--- src/rtl/ex_muldiv.sv ---
// rtl/ex_muldiv.sv - iterative RV32M multiply/divide unit with ID/EX stall handshake
`timescale 1ns/1ps
module ex_muldiv #(
    parameter int XLEN = 32,
    parameter int ITER = 32
) (
    input  logic            clk,
    input  logic            rst_n,
    input  logic            rdy,
    input  logic            in_valid,
    input  logic            in_md,
    input  logic [2:0]      in_funct3,
    input  logic [XLEN-1:0] in_reg1,
    input  logic [XLEN-1:0] in_reg2,
    input  logic [4:0]      in_rd,
    input  logic            flush,
    output logic            stall_req,
    output logic            out_valid,
    output logic [4:0]      out_rd,
    output logic [XLEN-1:0] out_data
);

    localparam int CW = $clog2(ITER + 1);

    typedef enum logic [1:0] {
        IDLE = 2'd0,
        CALC = 2'd1,
        DONE = 2'd2
    } state_t;

    state_t            state_q, state_d;
    logic [CW-1:0]     cnt_q, cnt_d;
    logic [2:0]        funct3_q, funct3_d;
    logic [4:0]        rd_q, rd_d;
    logic              sign_q, sign_d;
    logic [XLEN-1:0]   opa_q, opa_d;
    logic [2*XLEN-1:0] prod_q, prod_d;
    logic [XLEN-1:0]   quo_q, quo_d;
    logic [XLEN-1:0]   rem_q, rem_d;
    logic              out_valid_q, out_valid_d;
    logic [4:0]        out_rd_q, out_rd_d;
    logic [XLEN-1:0]   out_data_q, out_data_d;

    logic            rs1_signed, rs2_signed;
    logic            s1, s2;
    logic [XLEN-1:0] mag1, mag2;
    logic            div_zero, div_ovf;
    logic            sign_in;
    logic            accept;
    logic            last;

    logic [XLEN:0]     mul_sum;
    logic [2*XLEN-1:0] mul_next;
    logic [XLEN:0]     div_shift, div_diff;
    logic              div_ge;
    logic [XLEN-1:0]   rem_next, quo_next;

    always_comb begin
        rs1_signed = (in_funct3 == 3'b000) || (in_funct3 == 3'b001) || (in_funct3 == 3'b010)
                  || (in_funct3 == 3'b100) || (in_funct3 == 3'b110);
        rs2_signed = (in_funct3 == 3'b000) || (in_funct3 == 3'b001)
                  || (in_funct3 == 3'b100) || (in_funct3 == 3'b110);
        s1       = rs1_signed & in_reg1[XLEN-1];
        s2       = rs2_signed & in_reg2[XLEN-1];
        mag1     = s1 ? -in_reg1 : in_reg1;
        mag2     = s2 ? -in_reg2 : in_reg2;
        div_zero = (in_reg2 == '0);
        // Signed DIV/REM of the most negative value by -1 overflows the quotient.
        div_ovf  = in_funct3[2] & ~in_funct3[0]
                 & (in_reg1 == {1'b1, {(XLEN-1){1'b0}}}) & (in_reg2 == '1);
        case (in_funct3)
            3'b000, 3'b001: sign_in = s1 ^ s2;
            3'b010:         sign_in = s1;
            3'b100:         sign_in = (s1 ^ s2) & ~div_zero;
            3'b110:         sign_in = s1;
            default:        sign_in = 1'b0;
        endcase
    end

    assign accept    = (state_q == IDLE) & in_valid & in_md & ~flush;
    assign stall_req = accept | (state_q == CALC) | (state_q == DONE);
    assign last      = (cnt_q == CW'(ITER - 1));

    // Multiplier sits in the low half of prod_q and shifts out as the sum shifts in.
    always_comb begin
        mul_sum   = {1'b0, prod_q[2*XLEN-1:XLEN]} + (prod_q[0] ? {1'b0, opa_q} : '0);
        mul_next  = {mul_sum, prod_q[XLEN-1:1]};
        div_shift = {rem_q, quo_q[XLEN-1]};
        div_diff  = div_shift - {1'b0, opa_q};
        div_ge    = ~div_diff[XLEN];
        rem_next  = div_ge ? div_diff[XLEN-1:0] : div_shift[XLEN-1:0];
        quo_next  = {quo_q[XLEN-2:0], div_ge};
    end

    always_comb begin
        state_d     = state_q;
        cnt_d       = cnt_q;
        funct3_d    = funct3_q;
        rd_d        = rd_q;
        sign_d      = sign_q;
        opa_d       = opa_q;
        prod_d      = prod_q;
        quo_d       = quo_q;
        rem_d       = rem_q;
        out_valid_d = out_valid_q;
        out_rd_d    = out_rd_q;
        out_data_d  = out_data_q;
        if (rdy) begin
            out_valid_d = 1'b0;
            case (state_q)
                IDLE: begin
                    if (accept) begin
                        funct3_d = in_funct3;
                        rd_d     = in_rd;
                        sign_d   = sign_in;
                        cnt_d    = '0;
                        rem_d    = '0;
                        if (in_funct3[2]) begin
                            opa_d   = mag2;
                            quo_d   = mag1;
                            state_d = CALC;
                            if (div_zero) begin
                                quo_d   = '1;
                                rem_d   = in_reg1;
                                state_d = DONE;
                            end else if (div_ovf) begin
                                quo_d   = in_reg1;
                                state_d = DONE;
                            end
                        end else begin
                            opa_d   = mag1;
                            prod_d  = {{XLEN{1'b0}}, mag2};
                            state_d = CALC;
                        end
                    end
                end
                CALC: begin
                    if (flush) begin
                        state_d = IDLE;
                        cnt_d   = '0;
                    end else begin
                        if (funct3_q[2]) begin
                            quo_d = quo_next;
                            rem_d = rem_next;
                            if (last && sign_q) begin
                                if (funct3_q[1]) rem_d = -rem_next;
                                else             quo_d = -quo_next;
                            end
                        end else begin
                            prod_d = (last && sign_q) ? -mul_next : mul_next;
                        end
                        if (last) begin
                            state_d = DONE;
                            cnt_d   = '0;
                        end else begin
                            cnt_d = cnt_q + 1'b1;
                        end
                    end
                end
                DONE: begin
                    state_d = IDLE;
                    if (!flush) begin
                        out_valid_d = 1'b1;
                        out_rd_d    = rd_q;
                        if (funct3_q[2])
                            out_data_d = funct3_q[1] ? rem_q : quo_q;
                        else if (funct3_q == 3'b000)
                            out_data_d = prod_q[XLEN-1:0];
                        else
                            out_data_d = prod_q[2*XLEN-1:XLEN];
                    end
                end
                default: state_d = IDLE;
            endcase
        end
    end

    always_ff @(posedge clk or negedge rst_n) begin
        if (!rst_n) begin
            state_q     <= IDLE;
            cnt_q       <= '0;
            funct3_q    <= '0;
            rd_q        <= '0;
            sign_q      <= 1'b0;
            opa_q       <= '0;
            prod_q      <= '0;
            quo_q       <= '0;
            rem_q       <= '0;
            out_valid_q <= 1'b0;
            out_rd_q    <= '0;
            out_data_q  <= '0;
        end else begin
            state_q     <= state_d;
            cnt_q       <= cnt_d;
            funct3_q    <= funct3_d;
            rd_q        <= rd_d;
            sign_q      <= sign_d;
            opa_q       <= opa_d;
            prod_q      <= prod_d;
            quo_q       <= quo_d;
            rem_q       <= rem_d;
            out_valid_q <= out_valid_d;
            out_rd_q    <= out_rd_d;
            out_data_q  <= out_data_d;
        end
    end

    assign out_valid = out_valid_q;
    assign out_rd    = out_rd_q;
    assign out_data  = out_data_q;

endmodule
--- config.mk ---
export PLATFORM = sky130hd
export DESIGN_NAME = ex_muldiv
export DESIGN_NICKNAME = d
export VERILOG_FILES = /design/src/rtl/ex_muldiv.sv
export SDC_FILE = /design/constraint.sdc
export NUM_CORES = 1
export LEC_CHECK = 0
export ABC_CLOCK_PERIOD_IN_PS = 6000
export CAP_MARGIN = 10
export CORE_MARGIN = 5
export CORE_UTILIZATION = 40
export DETAILED_ROUTE_END_ITERATION = 10
export PLACE_DENSITY_LB_ADDON = 0.3
export SKIP_CTS_REPAIR_TIMING = 1
export SYNTH_ARGS = -nofsm -noshare
export SYNTH_HDL_FRONTEND = slang
export SYNTH_SLANG_ARGS = --single-unit
--- constraint.sdc ---
create_clock -name clk -period 6 [get_ports clk]
set_input_delay 1.2 -clock clk [delete_from_list [all_inputs] [get_ports clk]]
set_output_delay 1.2 -clock clk [all_outputs]
set_load 0.02 [all_outputs]
==> metrics, run 1 <==
outcome finished clean; Worst Skew ~28 ps; H-tree lvl count 1; Critical Path, Cell by Cell inv_1, ha_1, fa_1, nand2b_1, a21boi_4, o31ai_1, a2111oi_4, o21a_2, nand2_2, o21ai_0, ha_1, nand3b_1, or3_1, or3_1, o32ai_2, nand3_1, o21ai_0, xor2_1, a221oi_1, nor2_1; Cells after DPL roughly 3,100; Buffers & Inverters on Critical Path 1; unrepaired setup endpoints after global routing false; Core Util, Final 45.4%; synthesized flop and latch total between 200 and 250; switch share around half; register area share after synthesis 27.5%; Final Setup Violations 0; slowest stage delay, CP 510 ps; reg-to-reg startpoint quo_q[31]$_DFFE_PN0P_; WL/cell around 23 microns; commonest non-fill, non-tap cells in the layout 304 x nand2_1, 289 x o21ai_0, 227 x nor2_1; Worst Path Arrival roughly 6000 ps; Syn Inst Count 2,519; syn nets 2,670; clock slew at reported path FFs 60 ps; I/O Buffers about 120; core area between 40,000 and 50,000 sq um; Primary FF master, synth dfrtp_1; worst reg-to-reg path cell count 20; Die H 231 microns; period utilisation layout approximately 92%; Largest delay share family, worst path compound AO/OA/AOI/OAI gates; initial cell density of the core 40.2%; ANT cells 0; Starting DRT DRC Count around 2,000; pwr/cell area roughly 520 nW/um^2; fraction of layout cells with a size suffix above 1 6.87%; Startpoint Class register; EDFF count, synth 0; Comb pwr share approximately 62%; CTS tree built; fin crit period between 5000 and 6000 ps; maximum clock path buffer count 3; Hold Crit Class reg -> reg; Final WS setup 490 ps; CP endpoint rem_q[30]$_DFFE_PN0P_; most common cell after layout, fill and taps aside nand2_1; die width roughly 230 microns; area added between synthesis and finish 12.8%; Layout Nets 2,692; Synth Warn # 0; ys async rst share 100%; Tot GR Track Use 26.3%; global route total overflow 0; Clk network pwr share ~14%; Max VDD drop 0.000288 V; via count roughly 20,000; antenna violation net count after detailed routing 0; CP required 6440 ps; slowest CP cell a2111oi_4; max-cap violations 0; Via density just over 6; routed wire length 73,200 microns; # DRC 0; Max Freq approximately 180 MHz; I/O pin count roughly 120; Layout Cells excl Fill between 3,000 and 4,000; Post-Syn Area slightly below 20,000 sq um; nature of the critical path endpoint register; Static Leak 9.08 nW; Clock Latency Late Sink 580 ps; DP HPWL ~57,000 microns; Critical Path Stages 20; setup slack at placement about 340 ps; Reg2Reg Capture Point rem_q[30]$_DFFE_PN0P_; Sw Pwr approximately 6 mW; Crit Path Class reg -> reg; vias in the first global route around 18,000; Root Buffer Master clkbuf_16; synth unique cells 100; Detailed Routing Iterations Pass 1 6; worst-path maximum fanout 8; largest net degree at the start of global routing between 100 and 150; CTS Sinks approximately 220; worst reg-to-reg setup slack 490 ps; DIE AREA about 53,000 sq um; Slew headroom around 32%; Mean Syn Cell Area 7.77 sq um; TritonCTS buffer count 26; Rows 81; initial antenna violation count 1; Worst-Margin Slew between 1000 and 1500 ps; max-slew violations 0; hold_ws 487 ps; setup TNS 0 ps; Seq pwr share between 20% and 30%; final hold violations 0; internal power between 5 and 6 mW; gp weighted congestion just under 1; CP Launch Point quo_q[31]$_DFFE_PN0P_; first-pass GRT wire length approximately 110,000 microns
-- flip-flops by register name (all words and copies together) (netlist names) --
signal,count
cnt_q,6
funct3_q,3
opa_q,32
out_data,32
out_rd,5
out_valid,1
prod_q,64
quo_q,32
rd_q,5
rem_q,32
sign_q,1
state_q,2
-- through the flow --
stage / total power, mW / area [sq um]
CTS: 11.3 / 22100
finish: 11.4 / 22100
floorplan: 7.54 / 19600
global placement: 9.52 / 21200
global route: 12.1 / 22100
detailed placement: 9.62 / 21200
-- worst min-delay path by stage --
stage,from,end,depth (start not counted)
after floorplan,opa_q[2]$_DFFE_PN0P_,opa_q[2]$_DFFE_PN0P_,2
after global placement,out_valid$_DFFE_PN0P_,out_valid$_DFFE_PN0P_,1
after detailed placement,out_valid$_DFFE_PN0P_,out_valid$_DFFE_PN0P_,1
after CTS,out_valid$_DFFE_PN0P_,out_valid$_DFFE_PN0P_,1
after global routing,rd_q[1]$_DFFE_PN0P_,rd_q[1]$_DFFE_PN0P_,1
final,out_valid$_DFFE_PN0P_,out_valid$_DFFE_PN0P_,1
-- cells by family after synthesis --
kind of cell,count (synthesis),synth area share (%)
mux,76,6.03
buf+inv,224,4.61
xor+xnor,219,9.80
compound gates,805,25.2
flops,215,27.5
fa+ha+maj,73,4.74
simple gates,907,22.2
-- power groups by stage --
stage / clock (mW) / sequential [mW] / combinational [mW]
floorplan: 0 / 2.34 / 5.20
global placement: 0 / 2.65 / 6.87
detailed placement: 0 / 2.68 / 6.94
CTS: 1.65 / 2.66 / 6.98
global route: 1.69 / 2.74 / 7.72
finish: 1.62 / 2.69 / 7.09
-- layer usage --
metal  GRT usage [%]  wire length, microns  vias to the layer above
li1                -                     -                     9132
met1            35.4                 30700                     9384
met2            41.9                 33000                      904
met3            3.75                  5160                      197
met4            11.9                  4320                        0
met5               0                     0                        -
-- cells in the mapped netlist, types with 13 or more instances --
master	instances	area, sq um
a221oi_1	23	201
nand2b_1	20	125
nor2b_1	35	219
inv_1	67	251
or3_1	23	144
buf_2	13	65.1
mux2i_1	29	290
a31oi_1	26	163
mux2_2	15	169
xor2_1	103	902
clkbuf_1	122	458
o211ai_1	21	158
o41ai_1	13	114
a21o_1	34	255
nor2_1	228	856
nor3_1	75	375
nand4_1	23	144
a21oi_1	224	1120
nand2_1	306	1150
o21ai_0	289	1450
o21a_1	15	113
and3_1	23	144
and2_1	47	294
nand3_1	36	180
nor4_1	27	169
xnor2_1	116	1020
a211oi_1	24	180
o31ai_1	35	263
mux4_2	32	721
ha_1	71	888
dfrtp_1	215	5380
-- cell type report --
type	count	area (sq um)
repair buffers	149	1430
multi-input cells	2080	13400
well taps	622	778
clock inverters	6	37.5
fillers	4929	26600
flip-flops and latches	215	5380
inverters	69	259
clock buffers	42	832
No activity file was read; power rests on OpenSTA's default activity.
==> run 2: changes to the inputs <==
TNS_END_PERCENT = 5   (was not set)
==> results of run 2 <==
Same layout as run 1: the final DEF is identical, and so are final timing and power.
==> RTL edit (config.mk and constraints of run 1) <==
Reset style: synchronous (`rst_n`), changed in one clocked block.
--- a/src/rtl/ex_muldiv.sv
+++ b/src/rtl/ex_muldiv.sv
@@ -175,7 +175,7 @@
         end
     end
 
-    always_ff @(posedge clk or negedge rst_n) begin
+    always_ff @(posedge clk) begin
         if (!rst_n) begin
             state_q     <= IDLE;
             cnt_q       <= '0;
Function: differs if rst_n is asserted again (counterexample within 4 cycles, from zero or initial values and one cycle with rst_n low); with rst_n held inactive, the same outputs for 4 cycles.
==> RTL edit against run 1 <==
- synthesized area decreased by 6.5%
- critical path depth grew 1
- hold slack worse by 34 ps
- power decreased by 38%
- design area fell by 5.2%
- wire length is 4.8% higher
- sequential cell count unchanged
- first-iteration DRC count rose by 18%
- worst setup slack improved by 120 ps
- via count grew 1.7%
- critical path type unchanged
- critical endpoint is now rem_q[26]$_SDFFE_PN0P_
- largest cell class unchanged
- largest power group unchanged
==> RTL edit: results (changes against run 1) <==
Parameter                              Value

Status
  Result of the run ... complete, no violations

Yosys
  Most frequent cells after synthesis ... sky130_fd_sc_hd__a21oi_1, sky130_fd_sc_hd__nor2_1, sky130_fd_sc_hd__nand2_1
  Fraction of the mapped netlist area in compound gates ... 0.292 (+0.0405)
  Portion of the post-synthesis area used by sequential elements ... 0.235 (-0.0396)
  Syn Inst Count ... 2512 (-0.28%)
  Synth top area cells ... sky130_fd_sc_hd__dfxtp_1, sky130_fd_sc_hd__a21oi_1, sky130_fd_sc_hd__xnor2_1
  Async set or reset register ratio after synthesis ... 0 (-1.00)

Power
  Combinational cell power ... 3560 uW (-50%)
  Largest vdd supply drop ... 411 uV (+43%)
  Total power of the final layout ... 7110 uW (-38%)
  Clock power share ... 0.266 (+0.124)
  Leakage power summed over all cells ... 0.00781 uW (-14%)

Cells and area
  Storage cell area ... 4310 sq um (-20%)
  Layout non-clock buf frac ... 0.0724 (+0.00749)
  Clock buf count ... 35 (-17%)
  Fraction of final layout cells with drive strength greater than 1 ... 0.0571 (-0.0117)
  Count of fill cells added during filler insertion ... 4658 (-5.5%)
  Non-clock inverter total of the final layout ... 64 (-7.2%)

Global route
  Global-route met3 utilization ... 0.0501 (+0.0126)
  Met2 track utilization from global routing ... 0.463 (+0.0433)
  Maximum number of pins on one net before global-route repair ... 80 (-30%)
  Routing usage on met1 ... 0.380 (+0.0256)
  First-pass GRT wire length ... 114000 um (+3.5%)

Routing
  Met3 routed WL ... 6660 um (+29%)
  Total routed wire length on the met1 layer ... 31500 um (+2.5%)
  Via-per-instance ratio ... 6.31 (+2.4%)
  Drt first-iter violations ... 2382 (+18%)
  Uppermost layer routed ... met5
  Post-detailed-routing wire length ... 76700 um (+4.8%)

Timing
  Clock tree skew after final layout ... 11.4 ps (-16.9 ps)

Place
  HPWL after detailed placement ... 58300 um (+2.0%)
  Count of placed standard cells including taps ... 3109 (-0.80%)

Worst setup path
  Slowest cell on crit path ... sky130_fd_sc_hd__a211oi_1
  Worst-path fanout max ... 7 (-1)
RTL edit: changes by cell type in the layout (fill, tap and decap cells not counted), sizes merged, moves of 46 or more:
cell | before | now
dfrtp | 215 | 0
a21oi | 225 | 315
a211oi | 26 | 103
dfxtp | 0 | 215
o21ai | 304 | 135
nor2 | 229 | 289
nand2 | 307 | 261
RTL edit: worst paths after layout:
path / slack, ps / endpoint / from / depth (start not counted)
min reg2reg: 450 / rd_q[3]$_SDFFE_PN0P_ / rd_q[3]$_SDFFE_PN0P_ / 2
max: 610 / rem_q[26]$_SDFFE_PN0P_ / quo_q[31]$_SDFFE_PN0P_ / 21
min: 450 / rd_q[3]$_SDFFE_PN0P_ / rd_q[3]$_SDFFE_PN0P_ / 2
max reg2reg: 610 / rem_q[26]$_SDFFE_PN0P_ / quo_q[31]$_SDFFE_PN0P_ / 21
